--- config.mk ---
export PLATFORM = sky130hd
export DESIGN_NAME = uart_rx
export DESIGN_NICKNAME = d
export VERILOG_FILES = /design/src/rtl/uart_pkg.sv /design/src/rtl/uart_rx_sync.sv /design/src/rtl/uart_rx.sv
export SDC_FILE = /design/constraint.sdc
export NUM_CORES = 1
export LEC_CHECK = 0
export CAP_MARGIN = 20
export CORE_ASPECT_RATIO = 1.75
export CORE_MARGIN = 2
export CORE_UTILIZATION = 48
export DETAILED_ROUTE_END_ITERATION = 8
export PLACE_DENSITY = 0.75
export SLEW_MARGIN = 40
export SYNTH_ARGS = -nofsm -noshare
export SYNTH_HDL_FRONTEND = slang
export SYNTH_SLANG_ARGS = --single-unit
export TNS_END_PERCENT = 50
--- constraint.sdc ---
create_clock -name clk -period 1.23 [get_ports clk]
set_input_delay 0.246 -clock clk [delete_from_list [all_inputs] [get_ports clk]]
set_output_delay 0.246 -clock clk [all_outputs]
set_load 0.01 [all_outputs]
--- src/rtl/uart_pkg.sv ---
// Shared UART definitions: receiver state encoding, frame width and the
// parity rule used by the receiver, the TX model and the scoreboard.
`timescale 1ns/1ps
package uart_pkg;

  localparam int DATA_BITS = 8;

  typedef enum logic [2:0] {
    IDLE,
    START,
    DATA,
    PARITY,
    STOP,
    BREAK
  } uart_state_e;

  // par_typ=0 yields XNOR-reduce, par_typ=1 yields XOR-reduce of the data.
  function automatic logic parity_bit(input logic [DATA_BITS-1:0] data,
                                      input logic par_typ);
    return par_typ ? (^data) : (~^data);
  endfunction

endpackage

--- src/rtl/uart_rx_sync.sv ---
// Two-flop synchroniser for an asynchronous serial line; both flops reset to
// the idle (high) level so reset never looks like a start bit.
`timescale 1ns/1ps
module uart_rx_sync (
  input  logic clk,
  input  logic reset,
  input  logic rx_async,
  output logic rx_sync
);

  logic rx_meta;

  always_ff @(posedge clk or negedge reset) begin
    if (!reset) begin
      rx_meta <= 1'b1;
      rx_sync <= 1'b1;
    end else begin
      rx_meta <= rx_async;
      rx_sync <= rx_meta;
    end
  end

endmodule

--- src/rtl/uart_rx.sv ---
// UART receiver: start, 8 data bits LSB first, optional parity, one stop bit.
// Define UART_RX_SYNC_EN to pass RX_IN through a 2-flop synchroniser first.
`timescale 1ns/1ps
module uart_rx #(
  parameter int CLKS_PER_BIT = 1,
  parameter int DATA_BITS    = 8
) (
  input  logic                 clk,
  input  logic                 reset,
  input  logic                 RX_IN,
  input  logic                 PAR_EN,
  input  logic                 PAR_TYP,
  output logic [DATA_BITS-1:0] P_DATA,
  output logic                 DATA_VALID,
  output logic                 PAR_ERR,
  output logic                 STOP_ERR,
  output logic                 Busy
);
  import uart_pkg::*;

  localparam int TICK_W = (CLKS_PER_BIT > 1) ? $clog2(CLKS_PER_BIT) : 1;
  localparam int BIT_W  = $clog2(DATA_BITS + 1);
  localparam logic [TICK_W-1:0] SAMPLE_TICK = TICK_W'((CLKS_PER_BIT - 1) / 2);
  localparam logic [TICK_W-1:0] LAST_TICK   = TICK_W'(CLKS_PER_BIT - 1);
  localparam logic [BIT_W-1:0]  LAST_BIT    = BIT_W'(DATA_BITS - 1);
  localparam logic [BIT_W-1:0]  ALL_BITS    = BIT_W'(DATA_BITS);

  logic rx;

`ifdef UART_RX_SYNC_EN
  uart_rx_sync u_sync (
    .clk      (clk),
    .reset    (reset),
    .rx_async (RX_IN),
    .rx_sync  (rx)
  );
`else
  assign rx = RX_IN;
`endif

  uart_state_e          state;
  logic [TICK_W-1:0]    tick;
  logic [BIT_W-1:0]     bit_cnt;
  logic [DATA_BITS-1:0] shift_reg;
  logic                 par_en_q;
  logic                 par_typ_q;
  logic                 par_err_q;

  logic              sample;
  logic              wrap;
  logic              data_done;
  logic [TICK_W-1:0] tick_nxt;

  assign sample   = (tick == SAMPLE_TICK);
  assign wrap     = (tick == LAST_TICK);
  assign tick_nxt = wrap ? '0 : tick + TICK_W'(1);
  // With one clock per bit the last sample and the wrap share an edge, so the
  // counter has not yet advanced; otherwise the sample came earlier in the bit.
  assign data_done = sample ? (bit_cnt == LAST_BIT) : (bit_cnt == ALL_BITS);

  always_ff @(posedge clk or negedge reset) begin
    if (!reset) begin
      state      <= IDLE;
      tick       <= '0;
      bit_cnt    <= '0;
      shift_reg  <= '0;
      par_en_q   <= 1'b0;
      par_typ_q  <= 1'b0;
      par_err_q  <= 1'b0;
      P_DATA     <= '0;
      DATA_VALID <= 1'b0;
      PAR_ERR    <= 1'b0;
      STOP_ERR   <= 1'b0;
      Busy       <= 1'b0;
    end else begin
      DATA_VALID <= 1'b0;
      case (state)
        IDLE: begin
          tick <= '0;
          if (!rx) begin
            par_en_q  <= PAR_EN;
            par_typ_q <= PAR_TYP;
            par_err_q <= 1'b0;
            bit_cnt   <= '0;
            Busy      <= 1'b1;
            // The detecting edge counts as tick 0 of the start bit.
            if (CLKS_PER_BIT == 1) begin
              state <= DATA;
            end else begin
              state <= START;
              tick  <= TICK_W'(1);
            end
          end
        end
        START: begin
          tick <= tick_nxt;
          if (sample && rx) begin
            state <= IDLE;
            tick  <= '0;
            Busy  <= 1'b0;
          end else if (wrap) begin
            state <= DATA;
          end
        end
        DATA: begin
          tick <= tick_nxt;
          if (sample) begin
            shift_reg <= {rx, shift_reg[DATA_BITS-1:1]};
            bit_cnt   <= bit_cnt + BIT_W'(1);
          end
          if (wrap && data_done) begin
            state <= par_en_q ? PARITY : STOP;
          end
        end
        PARITY: begin
          tick <= tick_nxt;
          if (sample) begin
            par_err_q <= (rx != parity_bit(shift_reg, par_typ_q));
          end
          if (wrap) begin
            state <= STOP;
          end
        end
        STOP: begin
          tick <= tick_nxt;
          if (sample) begin
            P_DATA     <= shift_reg;
            DATA_VALID <= 1'b1;
            PAR_ERR    <= par_err_q;
            STOP_ERR   <= ~rx;
            tick       <= '0;
            // Leaving at the sample point resynchronises to the next start edge.
            if (rx) begin
              state <= IDLE;
              Busy  <= 1'b0;
            end else begin
              state <= BREAK;
            end
          end
        end
        BREAK: begin
          tick <= '0;
          if (rx) begin
            state <= IDLE;
            Busy  <= 1'b0;
          end
        end
        default: begin
          state <= IDLE;
          tick  <= '0;
          Busy  <= 1'b0;
        end
      endcase
    end
  end

endmodule
==> impl_results.md, run 1 <==
* Max Cap Violations at 0
* Total CTS buffers at 5
* Worst Reg2Reg Path Length in Cells at 4
* Post-route DRC violation count at 0
* Number of synthesized flops with an enable pin at 0
* Initial antenna violation count at 0
* Clock skew at 0.00445 ns
* Failing checks: negative setup slack
* Synth Area per Inst at 11.5 sq um
* Detail Placement HPWL at 2020 microns
* Synth Instances at 116
* CP Launch Type: register
* Async S/R FF share, synth at 100%
* Leakage at 0.939 nW
* Crit path buf inv count at 2
* Bufs on Longest Clock Path at 2
* Top-area cell type share of the netlist area at 56.2%
* Flop-to-flop setup slack at -0.16 ns
* Total Wirelength at 2730 microns
* Top delay family on crit path: flip-flops
* Synthesized area at 1340 sq um
* H-Tree Depth at 2
* P per Cell Area at 2560 nW/um^2
* RSZ-0062 raised after global routing: true
* Fin cells at 190
* Setup TNS at -2.43 ns
* Clk sinks at 30
* Outcome: finished with violations
* Register area share after synthesis at 56.2%
* CP arrival at 1.56 ns
* Clk slew on worst S/H paths at 0.06 ns
* Worst setup path class: register to register
* Ports at 17
* Largest area contributor in the netlist: dfrtp_1
* Critical path peak fanout at 4
* Crit. End Element: register
* DRT iter0 DRCs at 22
* Die ar. at 3240 sq um
* PortBufs at 16
* Antenna Cells at 0
* Yosys warnings at 0
* Peak supply drop at 1.65 mV
* Largest net degree at the start of global routing at 16
* Vias in the first global route at 1125
* Reg2reg start: state[2]$_DFFE_PN0P_
* Reg2reg end: par_typ_q$_DFFE_PN0P_
* Slew HR at 78.7%
* Die H at 73.8 microns
* Worst path max stage delay at 0.41 ns
* Yosys cell types at 26
* Fill cells at 196
* WL/cell at 14.4 microns
* First-pass GRT wire length at 4720 microns
* Crit path max-delay cell type: dfrtp_1
* Worst path cell trace: buf_6, nor4_4, buf_4, mux2_4
* Cell area after layout at 1920 sq um
* Tot GR Track Use at 20.5%
* Final setup violation count at 25
* GR Util met1 at 20.5%
* Synth area leaders: dfrtp_1 (56%), mux2_2 (9.3%), nand2_1 (8.2%)
* Total gr overflow at 0
* Syn nets at 122
* Area added between synthesis and finish at 43.7%
* Worst Path Required at 1.40 ns
* Via count at 1003
* Flops & latches, synth at 30
* Share of layout cells above drive strength 1 at 37.4%
* Minimum clock period after layout at 1.39 ns
* Met2 usage at 35.3%
* Antenna Nets Post-Route at 0
* # rows at 25
* Die W at 43.9 microns
* Main synth FF type: dfrtp_1
* Pins Over Slew Limit at 0
* Gpl congestion at 0.774
* PnR worst setup slack at -0.163 ns
* Highest clock rate at 718 MHz
* GRT busiest layer: met2
* Placed cells at 178
* Worst Hold Class: input port to asynchronous set/reset pin
* Area of the core at 2690 sq um
* Slew @ Worst Pin at 0.319 ns
* Crit share post-route at 113%
* Placed Area at 1730 sq um
* CTS tree: done
* Via/cell ratio at 5.28
* Initial Util at 49.6%
* Worst-Skew Late Latency at 0.28 ns
* CTS Hold Bufs at 0
* NumNets Final at 168
* Clock Root Buffer: clkbuf_8
* Pre-Repair DR Iteration Count at 4
* Met3 GRT Util at 7.62%
* Final Hold Fails at 0
## worst register-to-register path: cells and delay by family, from the launching register on
kind                   cells  cell delay (ns)
buffers and inverters      2             0.33
and+or+nand+nor            1             0.24
DFF                        1             0.41
muxes                      1             0.30
## cells by family after synthesis
| group | share of synthesized area, % |
|---|---|
| XOR/XNOR | 6.84 |
| multiplexers | 10.0 |
| adder cells (fa/ha/maj) | 0.937 |
| AO/OA/AOI/OAI | 4.97 |
| flip-flops | 56.2 |
| buffers and inverters | 3.47 |
| AND/OR/NAND/NOR | 17.5 |
## Yosys cell counts, types with 2 or more instances
cell      instances
dfrtp_1          30
nand2_1          29
mux2_2           11
xnor2_1           6
nor2_1            5
o21ai_0           4
buf_4             3
nand3b_1          3
o21ai_1           3
a21oi_1           2
inv_1             2
nand2b_1          2
nand3_1           2
nor3b_2           2
## stage by stage
stage | power [mW] | setup WS (ns) | hold WS, ns | util (%)
5_1_grt | 5.25 | -0.233 | 0.224 | 71.3
6_report | 4.91 | -0.163 | 0.219 | 71.3
2_1_floorplan | 3.05 | -0.0508 | -0.0496 | -
4_1_cts | 4.88 | -0.161 | 0.214 | 70.3
3_5_place_dp | 3.91 | -0.497 | 0.501 | 64.4
3_3_place_gp | 3.81 | -0.447 | 0.494 | 64.4
## area by class of cell
class                      count  area, sq um  share of cell area (%)
clock buffer                   7         86.3                    4.50
clock inverter                 1         5.00                   0.261
inverter                       2         7.51                   0.391
multi-input combinational     79          629                    32.8
sequential                    30          753                    39.3
tap                           27         33.8                    1.76
timing repair buffer          44          403                    21.0
## layout by cell type, fill, tap and decap left out, drive strengths merged, types with 3 or more instances in the layout
master,instances
mux2,11
clkdlybuf4s50,4
dlygate4sd2,9
nand3b,3
o21ai,7
buf,28
dfrtp,30
clkdlybuf4s15,3
nand2,29
xnor2,7
clkbuf,7
nor2,6
## report_power, final
| part | leakage, nW | switching, mW | internal [mW] |
|---|---|---|---|
| clock network | 0.0482 | 0.347 | 0.450 |
| logic | 0.510 | 1.03 | 1.41 |
| registers | 0.381 | 0.303 | 1.37 |
## per-layer routing
layer | up-vias | wire length (microns) | share of wire [%]
li1 | 473 | - | -
met1 | 498 | 978 | 36
met2 | 26 | 1580 | 58
met3 | 6 | 112 | 4.1
met4 | 0 | 58 | 2.1
met5 | - | 0 | 0
## worst max path at each step
stage	from	end	slack [ns]	depth (start not counted)
after global placement	RX_IN	par_typ_q$_DFFE_PN0P_	-0.45	3
after global routing	state[2]$_DFFE_PN0P_	par_typ_q$_DFFE_PN0P_	-0.23	4
final	state[2]$_DFFE_PN0P_	par_typ_q$_DFFE_PN0P_	-0.16	4
after detailed placement	RX_IN	bit_cnt[2]$_DFFE_PN0P_	-0.50	5
after CTS	state[2]$_DFFE_PN0P_	par_typ_q$_DFFE_PN0P_	-0.16	4
after floorplan	state[0]$_DFFE_PN0P_	PAR_ERR$_DFFE_PN0N_	-0.05	3
## repair_timing
action / 4_1_cts / 5_1_grt
endpoints found under the setup margin: 38 / 30
pin swaps: 9 / 3
buffers inserted: 3 / 1
resized for setup: 30 / 7
Power figures use the tool's default switching activity.
==> run 2: changes to the inputs <==
--- a/config.mk
+++ b/config.mk
@@ -8,9 +8,10 @@
 export CAP_MARGIN = 20
 export CORE_ASPECT_RATIO = 1.75
 export CORE_MARGIN = 2
-export CORE_UTILIZATION = 48
+export CORE_UTILIZATION = 50
 export DETAILED_ROUTE_END_ITERATION = 8
 export PLACE_DENSITY = 0.75
+export SKIP_LAST_GASP = 1
 export SLEW_MARGIN = 40
 export SYNTH_ARGS = -nofsm -noshare
 export SYNTH_HDL_FRONTEND = slang
==> constraint.sdc (replaced) <==
create_clock -name clk -period 1.7 [get_ports clk]
set_input_delay 0.34 -clock clk [delete_from_list [all_inputs] [get_ports clk]]
set_output_delay 0.34 -clock clk [all_outputs]
set_load 0.01 [all_outputs]
==> run 2 against run 1 <==
Compared with the run above: the run now ends clean; sequential share of layout area grew 6.6 points; sequential cell count is the same; via count shrank 12%; routed wire length shrank 17%; setup slack gained 0.34 ns; hold slack gained 0.23 ns; non-clock buffer count shrank 23; final cell count shrank 13%; critical endpoint is now Busy.
==> impl_results.md, run 2 (synthesized netlist as in run 1, its figures left out) <==
* DRT iter0 DRCs at 7 (-68%)
* Clk slew on worst S/H paths at 0.07 ns (about the same)
* Final setup violation count at 0 (-100%)
* Clock Root Buffer: clkbuf_8
* NumNets Final at 145 (-14%)
* Post-CTS Setup Bufs at 0 (-3)
* Clock skew at 0.00704 ns (+0.00259 ns)
* Via/cell ratio at 5.31 (+0.54%)
* Critical path peak fanout at 3 (-1)
* Area of the core at 2520 sq um (-6.2%)
* P_sw at 1.06 mW (-37%)
* Max Cap Violations at 0 (unchanged)
* Via count at 881 (-12%)
* Leakage at 0.765 nW (-19%)
* Seq pwr share at 39.1% (+5.1 points)
* Tot GR Track Use at 18.1% (-2.4 points)
* GRT busiest layer: met2
* Initial antenna violation count at 0 (unchanged)
* Placed Area at 1530 sq um (-12%)
* Die W at 43.1 microns (-1.8%)
* WL/cell at 13.7 microns (-4.6%)
* Ports at 17 (unchanged)
* Cell area after layout at 1640 sq um (-15%)
* Antenna Cells at 0 (unchanged)
* Highest clock rate at 656 MHz
* Switching part of the total at 33.3% (-0.94 points)
* Worst Hold Class: input port to asynchronous set/reset pin
* Post-route DRC violation count at 0 (unchanged)
* Worst path max stage delay at 0.54 ns (+0.13 ns)
* Crit path max-delay cell type: clkdlybuf4s50_1
* Worst Path Required at 1.36 ns (-0.04 ns)
* CP arrival at 1.18 ns (-0.38 ns)
* Top delay family on crit path: buffers and inverters
* Worst setup path class: register to output port
* Die ar. at 3120 sq um (-3.7%)
* # rows at 24 (-4.0%)
* Area added between synthesis and finish at 22.5%
* Clock Power Share at 21.8% (+5.6 points)
* Most common cell after layout, fill and taps aside: dfrtp_1
* Commonest non-fill, non-tap cells in the layout: dfrtp_1 (30), nand2_1 (29), clkdlybuf4s50_1 (16), mux2_2 (11), xnor2_1 (6)
* Share of layout cells above drive strength 1 at 20.7% (-17 points)
* RSZ-0062 raised after global routing: false
* Met3 GRT Util at 5.97% (-1.6 points)
* Total gr overflow at 0 (unchanged)
* Crit. End Element: output port
* GR Util met1 at 20.7% (+0.18 points)
* Worst-Skew Late Latency at 0.28 ns (about the same)
* Die H at 72.4 microns (-1.9%)
* Gpl congestion at 0.774 (about the same)
* Post-CTS sizing at 0 (-100%)
* P per Cell Area at 1950 nW/um^2 (-24%)
* Worst path cell trace: clkdlybuf4s50_1
* Cell-internal power at 2.13 mW (-34%)
* Outcome: finished clean
* H-Tree Depth at 2 (unchanged)
* Setup TNS at 0 ns (+2.43 ns)
* Vias in the first global route at 909 (-19%)
* Total CTS buffers at 5 (unchanged)
* Final Hold Fails at 0 (unchanged)
* Initial Util at 52.9% (+3.3 points)
* Peak supply drop at 1.27 mV (-23%)
* CTS Hold Bufs at 0 (unchanged)
* Largest net degree at the start of global routing at 31 (+15)
* First-pass GRT wire length at 4020 microns (-15%)
* CTS tree: done
* Bufs on Longest Clock Path at 2 (unchanged)
* Slew @ Worst Pin at 0.377 ns (+0.0578 ns)
* Comb pwr share at 39.1% (-11 points)
* Pre-Repair DR Iteration Count at 2 (-2)
* Antenna Nets Post-Route at 0 (unchanged)
* Detail Placement HPWL at 1630 microns (-19%)
* Slew HR at 74.8% (-3.9 points)
* Clk sinks at 30 (unchanged)
* Crit share post-route at 89.6%
* PortBufs at 16 (unchanged)
* Crit path buf inv count at 1 (-1)
* Met2 usage at 28.8% (-6.5 points)
* CP Launch Type: register
* Minimum clock period after layout at 1.52 ns
* Total Wirelength at 2270 microns (-17%)
* Pins Over Slew Limit at 0 (unchanged)
-- run 2: path summary, 6_finish.rpt --
kind	cells past startpoint	slack (ns)	startpoint	to
max reg2reg	3	0.19	state[2]$_DFFE_PN0P_	P_DATA[1]$_DFFE_PN0N_
max	1	0.18	Busy$_DFFE_PN0P_	Busy
min reg2reg	1	0.50	P_DATA[3]$_DFFE_PN0N_	P_DATA[3]$_DFFE_PN0N_
min in group clk	1	0.50	P_DATA[3]$_DFFE_PN0N_	P_DATA[3]$_DFFE_PN0N_
min	2	0.45	reset	P_DATA[3]$_DFFE_PN0N_
max in group asynchronous	2	0.98	reset	shift_reg[5]$_DFFE_PN0N_
-- run 2: power by group through the flow --
stage	logic [mW]	clock network, mW	registers (mW)
global placement	1.23	0	1.24
CTS	1.27	0.718	1.25
global route	1.40	0.747	1.28
detailed placement	1.26	0	1.26
finish	1.25	0.696	1.25
floorplan	0.937	0	1.21
-- run 2: metal layers --
layer	vias to the layer above	wire length (microns)
li1	429	-
met1	431	936
met2	16	1200
met3	5	78
met4	0	63
met5	-	0
-- run 2: layout make-up --
cell class / count / area, sq um
clock buffers: 5 / 68.8
inverters: 2 / 7.51
well taps: 26 / 32.5
flip-flops and latches: 30 / 751
clock inverters: 3 / 40.0
repair buffers: 21 / 198
multi-input cells: 79 / 538
fillers: 217 / 887
-- run 2: metrics by stage --
stage / instances / hold slack [ns] / total power, mW / setup slack, ns / util [%]
floorplan: 116 / 0.0444 / 2.15 / 0.364 / -
global placement: 158 / 0.489 / 2.47 / 0.0958 / 60.5
detailed placement: 158 / 0.495 / 2.52 / 0.0648 / 60.5
CTS: 166 / 0.451 / 3.23 / 0.163 / 64.8
global route: 166 / 0.475 / 3.43 / 0.100 / 64.8
finish: 166 / 0.449 / 3.19 / 0.176 / 64.8
